<file path="config.mk">
export PLATFORM = sky130hd
export DESIGN_NAME = mem_stage
export DESIGN_NICKNAME = d
export VERILOG_FILES = /design/src/rtl/mem_stage.sv
export SDC_FILE = /design/constraint.sdc
export NUM_CORES = 1
export LEC_CHECK = 0
export CORE_MARGIN = 8
export CORE_UTILIZATION = 46
export DETAILED_ROUTE_END_ITERATION = 10
export PLACE_DENSITY_LB_ADDON = 0.12
export REMOVE_ABC_BUFFERS = 1
export SYNTH_ARGS = -nofsm -noshare
export SYNTH_HDL_FRONTEND = slang
export SYNTH_SLANG_ARGS = --single-unit
</file>
<file path="constraint.sdc">
create_clock -name clk -period 3.2 [get_ports clk]
set_input_delay 0.48 -clock clk [delete_from_list [all_inputs] [get_ports clk]]
set_output_delay 0.48 -clock clk [all_outputs]
set_load 0.005 [all_outputs]
</file>
<file path="src/rtl/mem_stage.sv">
// MEM pipeline stage: accepts EX results, waits for the in-order data SRAM
// response of a load/store, shapes load data (LB..LWR) and hands a
// WB-format bus to the writeback stage. After a flush, responses that still
// belong to killed requests are counted and silently dropped.
module mem_stage (
    input  logic         clk,
    input  logic         reset,
    input  logic         flush,
    input  logic         es_req_issued,
    input  logic         es_to_ms_valid,
    input  logic [204:0] es_to_ms_bus,
    output logic         ms_allowin,
    input  logic         data_sram_data_ok,
    input  logic [31:0]  data_sram_rdata,
    input  logic         ws_allowin,
    output logic         ms_to_ws_valid,
    output logic [168:0] ms_to_ws_bus,
    output logic [9:0]   stall_ms_bus,
    output logic [32:0]  forward_ms_bus
);

    logic [204:0] r_busR;
    logic         r_msValid;
    logic         r_bufValid;
    logic [31:0]  r_rdataBuf;
    logic [1:0]   r_discardCnt;

    logic         w_memReq;
    logic [2:0]   w_ldOp;
    logic [31:0]  w_rtValue;
    logic [168:0] w_wbFields;
    logic [31:0]  w_aluResult;
    logic [1:0]   w_addrLow;
    logic [3:0]   w_grWe;
    logic [4:0]   w_dest;

    logic         w_dataDeliver;
    logic         w_readyGo;
    logic         w_leave;
    logic         w_waitingReq;
    logic         w_flushLost;
    logic         w_flushIssued;
    logic         w_discardDec;
    logic [31:0]  w_data;
    logic [7:0]   w_byte;
    logic [15:0]  w_half;
    logic [31:0]  w_loadResult;
    logic [31:0]  w_result;

    assign w_memReq    = r_busR[204];
    assign w_ldOp      = r_busR[203:201];
    assign w_rtValue   = r_busR[200:169];
    assign w_wbFields  = r_busR[168:0];
    assign w_aluResult = w_wbFields[63:32];
    assign w_addrLow   = w_aluResult[1:0];
    assign w_grWe      = w_wbFields[72:69];
    assign w_dest      = w_wbFields[68:64];

    // A response only reaches this stage once every stale response is gone
    assign w_dataDeliver = data_sram_data_ok && (r_discardCnt == 2'd0);
    assign w_readyGo     = !w_memReq || r_bufValid || w_dataDeliver;
    assign ms_allowin    = !r_msValid || (w_readyGo && ws_allowin);
    assign ms_to_ws_valid = r_msValid && w_readyGo && !flush;
    assign w_leave       = ms_to_ws_valid && ws_allowin;

    // Our own outstanding request becomes stale if flushed before its data arrives
    assign w_waitingReq  = r_msValid && w_memReq && !r_bufValid;
    assign w_flushLost   = flush && w_waitingReq && !w_dataDeliver;
    assign w_flushIssued = flush && es_req_issued;
    assign w_discardDec  = data_sram_data_ok && (r_discardCnt != 2'd0);

    // Valid bit and payload register for the instruction held in MEM
    always_ff @(posedge clk) begin
        if (reset) begin
            r_msValid <= 1'b0;
            r_busR    <= '0;
        end else begin
            if (flush) begin
                r_msValid <= 1'b0;
            end else if (ms_allowin) begin
                r_msValid <= es_to_ms_valid;
            end
            if (es_to_ms_valid && ms_allowin) begin
                r_busR <= es_to_ms_bus;
            end
        end
    end

    // Hold a delivered response while WB is stalled so it is not lost
    always_ff @(posedge clk) begin
        if (reset) begin
            r_bufValid <= 1'b0;
            r_rdataBuf <= '0;
        end else if (flush || w_leave) begin
            r_bufValid <= 1'b0;
        end else if (w_dataDeliver && w_waitingReq) begin
            r_bufValid <= 1'b1;
            r_rdataBuf <= data_sram_rdata;
        end
    end

    // Count stale responses: add those killed by flush, drop one per data_ok
    always_ff @(posedge clk) begin
        if (reset) begin
            r_discardCnt <= 2'd0;
        end else begin
            r_discardCnt <= r_discardCnt + {1'b0, w_flushLost} + {1'b0, w_flushIssued}
                            - {1'b0, w_discardDec};
        end
    end

    // Pick byte/halfword lanes from the response word by address low bits
    always_comb begin
        w_data = r_bufValid ? r_rdataBuf : data_sram_rdata;
        w_byte = w_data[7:0];
        case (w_addrLow)
            2'd0: w_byte = w_data[7:0];
            2'd1: w_byte = w_data[15:8];
            2'd2: w_byte = w_data[23:16];
            2'd3: w_byte = w_data[31:24];
            default: w_byte = w_data[7:0];
        endcase
        w_half = w_addrLow[1] ? w_data[31:16] : w_data[15:0];
    end

    // Shape the load result, merging with rt for unaligned LWL/LWR
    always_comb begin
        w_loadResult = w_aluResult;
        case (w_ldOp)
            3'd1: w_loadResult = {{24{w_byte[7]}}, w_byte};
            3'd2: w_loadResult = {24'd0, w_byte};
            3'd3: w_loadResult = {{16{w_half[15]}}, w_half};
            3'd4: w_loadResult = {16'd0, w_half};
            3'd5: w_loadResult = w_data;
            3'd6: begin
                case (w_addrLow)
                    2'd0: w_loadResult = {w_data[7:0],  w_rtValue[23:0]};
                    2'd1: w_loadResult = {w_data[15:0], w_rtValue[15:0]};
                    2'd2: w_loadResult = {w_data[23:0], w_rtValue[7:0]};
                    default: w_loadResult = w_data;
                endcase
            end
            3'd7: begin
                case (w_addrLow)
                    2'd0: w_loadResult = w_data;
                    2'd1: w_loadResult = {w_rtValue[31:24], w_data[31:8]};
                    2'd2: w_loadResult = {w_rtValue[31:16], w_data[31:16]};
                    default: w_loadResult = {w_rtValue[31:8], w_data[31:24]};
                endcase
            end
            default: w_loadResult = w_aluResult;
        endcase
    end

    // Non-load instructions pass the ALU result through untouched
    always_comb begin
        w_result       = (w_ldOp != 3'd0) ? w_loadResult : w_aluResult;
        ms_to_ws_bus   = {w_wbFields[168:64], w_result, w_wbFields[31:0]};
        stall_ms_bus   = {r_msValid && (|w_grWe), w_grWe & {4{r_msValid}}, w_dest};
        forward_ms_bus = {r_msValid && w_readyGo, w_result};
    end

endmodule

</file>
==> results.cfg <==
[outcome]
status = finished with violations
failed_checks = setup timing

[timing]
rsz0062_at_grt = true
timing.final.ws_setup_ps = -11.38
period_needed_ps = 3211
setup_tns_ps = -21.70
period_share = 1.004
relSlewSlack = 0.5496
drv_slew = 0
finalSetupViolations = 2
worst_pin_slew_ps = 675.6
final_hold_viol_count = 0
finClkSkew_ps = 8.061
timing.fmax_ghz = 0.3114

[synth]
ys_ff_latch = 241
netlist_area_sq_mm = 0.01308
async_flop_share = 0
synth.avg_cell_area_sq_um = 9.154
synthTopCellsByCount = mux2i_1, nor2_1, dfxtp_1
yosys.area.top_type = dfxtp_1
yosys.cell_count.top_type = mux2i_1
synth_edf_count = 0
ys_seq_area_frac = 0.3688
synth_area_leaders = dfxtp_1, mux2i_1, buf_4
synthesis.instances = 1429
synth.distinct_cells = 69
yosys_warnings = 0
yosys_most_used_dff = dfxtp_1
synth_top_area_share = 0.3688

[worst_setup_path]
crit_required_ps = 2720
cp_max_fo = 7
crit_family = multiplexers
endpoint = forward_ms_bus[7]
endpoint_kind = primary output
reg2reg_to = r_discardCnt[1]
regToRegSetupSlack_ps = 490
max_stage_delay_ps = 560
critPathLaunch = r_busR[32]
rr_worst_depth = 9
path_cells = mux4_2, mux2i_4, buf_4, buf_6, nand2_1, a311oi_2, a211oi_2, dlygate4sd2_1
slowest_stage = mux4_2
cp.depth = 8
critPathArrivalTime_ps = 2730
crit_type = flip-flop to primary output
worstSetupStartpointType = flip-flop
path_buf_inv = 3
regToRegStartpoint = r_bufValid

[clock_network]
worstSkewPairLatency_ps = 560
cts-root-buf = clkbuf_16
cts_buffers = 28
clkTransAtPathRegs_ps = 60
cts_tree = built
cts.sinks = 241
h-tree-depth = 1
cts.path.max_buffers = 3

[final_layout]
fin_cells = 2159
fin_nets = 2002
utilization = 0.6726
area_delta_synth_final_pct = 43.23
fillers = 2228
fin_area_sq_mm = 0.01874
layout-drive-gt1-share = 0.1625

[floorplanning]
placeableCoreArea_sq_mm = 0.02786
dieHeight_um = 184.6
io_pins = 458
rows = 61
die_area_sq_mm = 0.03409
start_util = 0.4696
die_x_um = 184.6

[power_and_ir_drop]
seqPwrFrac = 0.380
p_leak_nw = 7.634
powerDensity_mw_per_mm2 = 463.5
switching_share = 0.2693
p_comb_frac = 0.226
intPower_w = 0.006346
clkPwrFrac = 0.394
vdd.ir_drop.worst_mv = 0.3769
p_switching_w = 0.002338

[detailed_routing]
drt.antenna.violating_nets = 0
drc = 0
wl_um = 47720
routedWlPerCell_um = 22.10
vias = 11720
avgViaCountPerCell = 5.427
dr.pass1.iters = 6
drt-initial-drc-count = 1007

[place]
place_area_sq_mm = 0.01709
place.port_buffers = 457
place_congestion = 0.9057
hpwl_um = 34900
dp_cells = 2077

[global_routing]
grtUsageMet2 = 0.4548
use_met3 = 0.09155
grt_pass1_wl_um = 70400
busiest_layer = met2
grt_max_degree = 77
overflow = 0
antenna_found_initial = 13
grtUsageMet1 = 0.3017
grtUsageTotal = 0.2638
grt_pass1_vias = 11630

[hold_path]
hp-class = input port to flip-flop

[job]
maxCapViolCount = 0
-- worst min-delay path by stage --
stage,startpoint,end,slack [ps],cells past startpoint
final,reset,r_discardCnt[1],400,2
after global routing,reset,r_busR[46],410,2
after CTS,reset,r_busR[32],390,2
after detailed placement,r_rdataBuf[27],r_rdataBuf[27],450,2
after global placement,r_rdataBuf[27],r_rdataBuf[27],440,2
after floorplan,r_rdataBuf[27],r_rdataBuf[27],430,2
-- cells by family after synthesis --
logic type               count (synthesis)  synth area share
AND/OR/NAND/NOR                        408            0.1284
multiplexers                           287            0.2422
buffers and inverters                  283            0.1501
flip-flops                             241            0.3688
AO/OA/AOI/OAI                          206            0.1067
XOR/XNOR                                 2          0.001339
adder cells (fa/ha/maj)                  2          0.002487
-- timing repair --
| action | 4_1_cts | 5_1_grt |
|---|---|---|
| gates cloned | 4 | 2 |
| hold buffers | 0 | 0 |
| pin swaps | 17 | 22 |
| setup endpoints to repair | 64 | 44 |
| gates resized for setup | 138 | 72 |
| buffers inserted | 17 | 5 |
-- registers in the layout (all words and copies together), names as in the netlist --
signal        cells
r_msValid         1
r_bufValid        1
r_busR          205
r_discardCnt      2
r_rdataBuf       32
-- placed cells by master, fill, tap and decap left out, types with 11 or more instances in the layout --
master           count
clkbuf_2            19
mux2i_1            235
a21oi_1             60
o21ai_0             24
buf_4               78
dlygate4sd2_1       31
buf_12              20
dfxtp_1            235
nor2b_1             12
clkbuf_16           30
mux2i_4             11
mux2_2              11
o22a_1              11
a211oi_1            11
clkdlybuf4s50_1    392
nor2_1             244
nand2_1            105
mux4_2              21
o211ai_1            19
-- layout make-up --
class	instances	area, sq um	area share
repair buffers	570	5707	0.3046
clock buffers	36	780.7	0.04167
inverters	10	40.04	0.002137
multi-input cells	905	6669	0.3559
flip-flops and latches	241	4840	0.2583
clock inverters	16	220.2	0.01175
well taps	378	473.0	0.02524
diodes	3	7.507	0.0004007
-- per-layer routing --
metal,routed length (um),part of all wire
met1,17690,0.37
met2,23230,0.49
met3,4916,0.10
met4,1763,0.037
met5,126,0.0026
-- power by group through the flow --
stage | registers, W | logic, W | clock network (W)
after CTS | 0.00330 | 0.00194 | 0.00348
after floorplan | 0.00337 | 0.000949 | 0
final | 0.00330 | 0.00196 | 0.00342
after detailed placement | 0.00336 | 0.00194 | 0
after global placement | 0.00335 | 0.00191 | 0
after global routing | 0.00332 | 0.00210 | 0.00361
-- stage by stage --
stage / setup slack, ps / hold slack, ps / power, W
floorplan: -14100 / 426.8 / 0.004323
global placement: -119.1 / 439.1 / 0.005266
detailed placement: -113.9 / 446.8 / 0.005294
CTS: -140.8 / 389.8 / 0.008719
global route: -106.8 / 414.7 / 0.009029
finish: -11.38 / 396.9 / 0.008685
(Power assumes the default switching activity.)
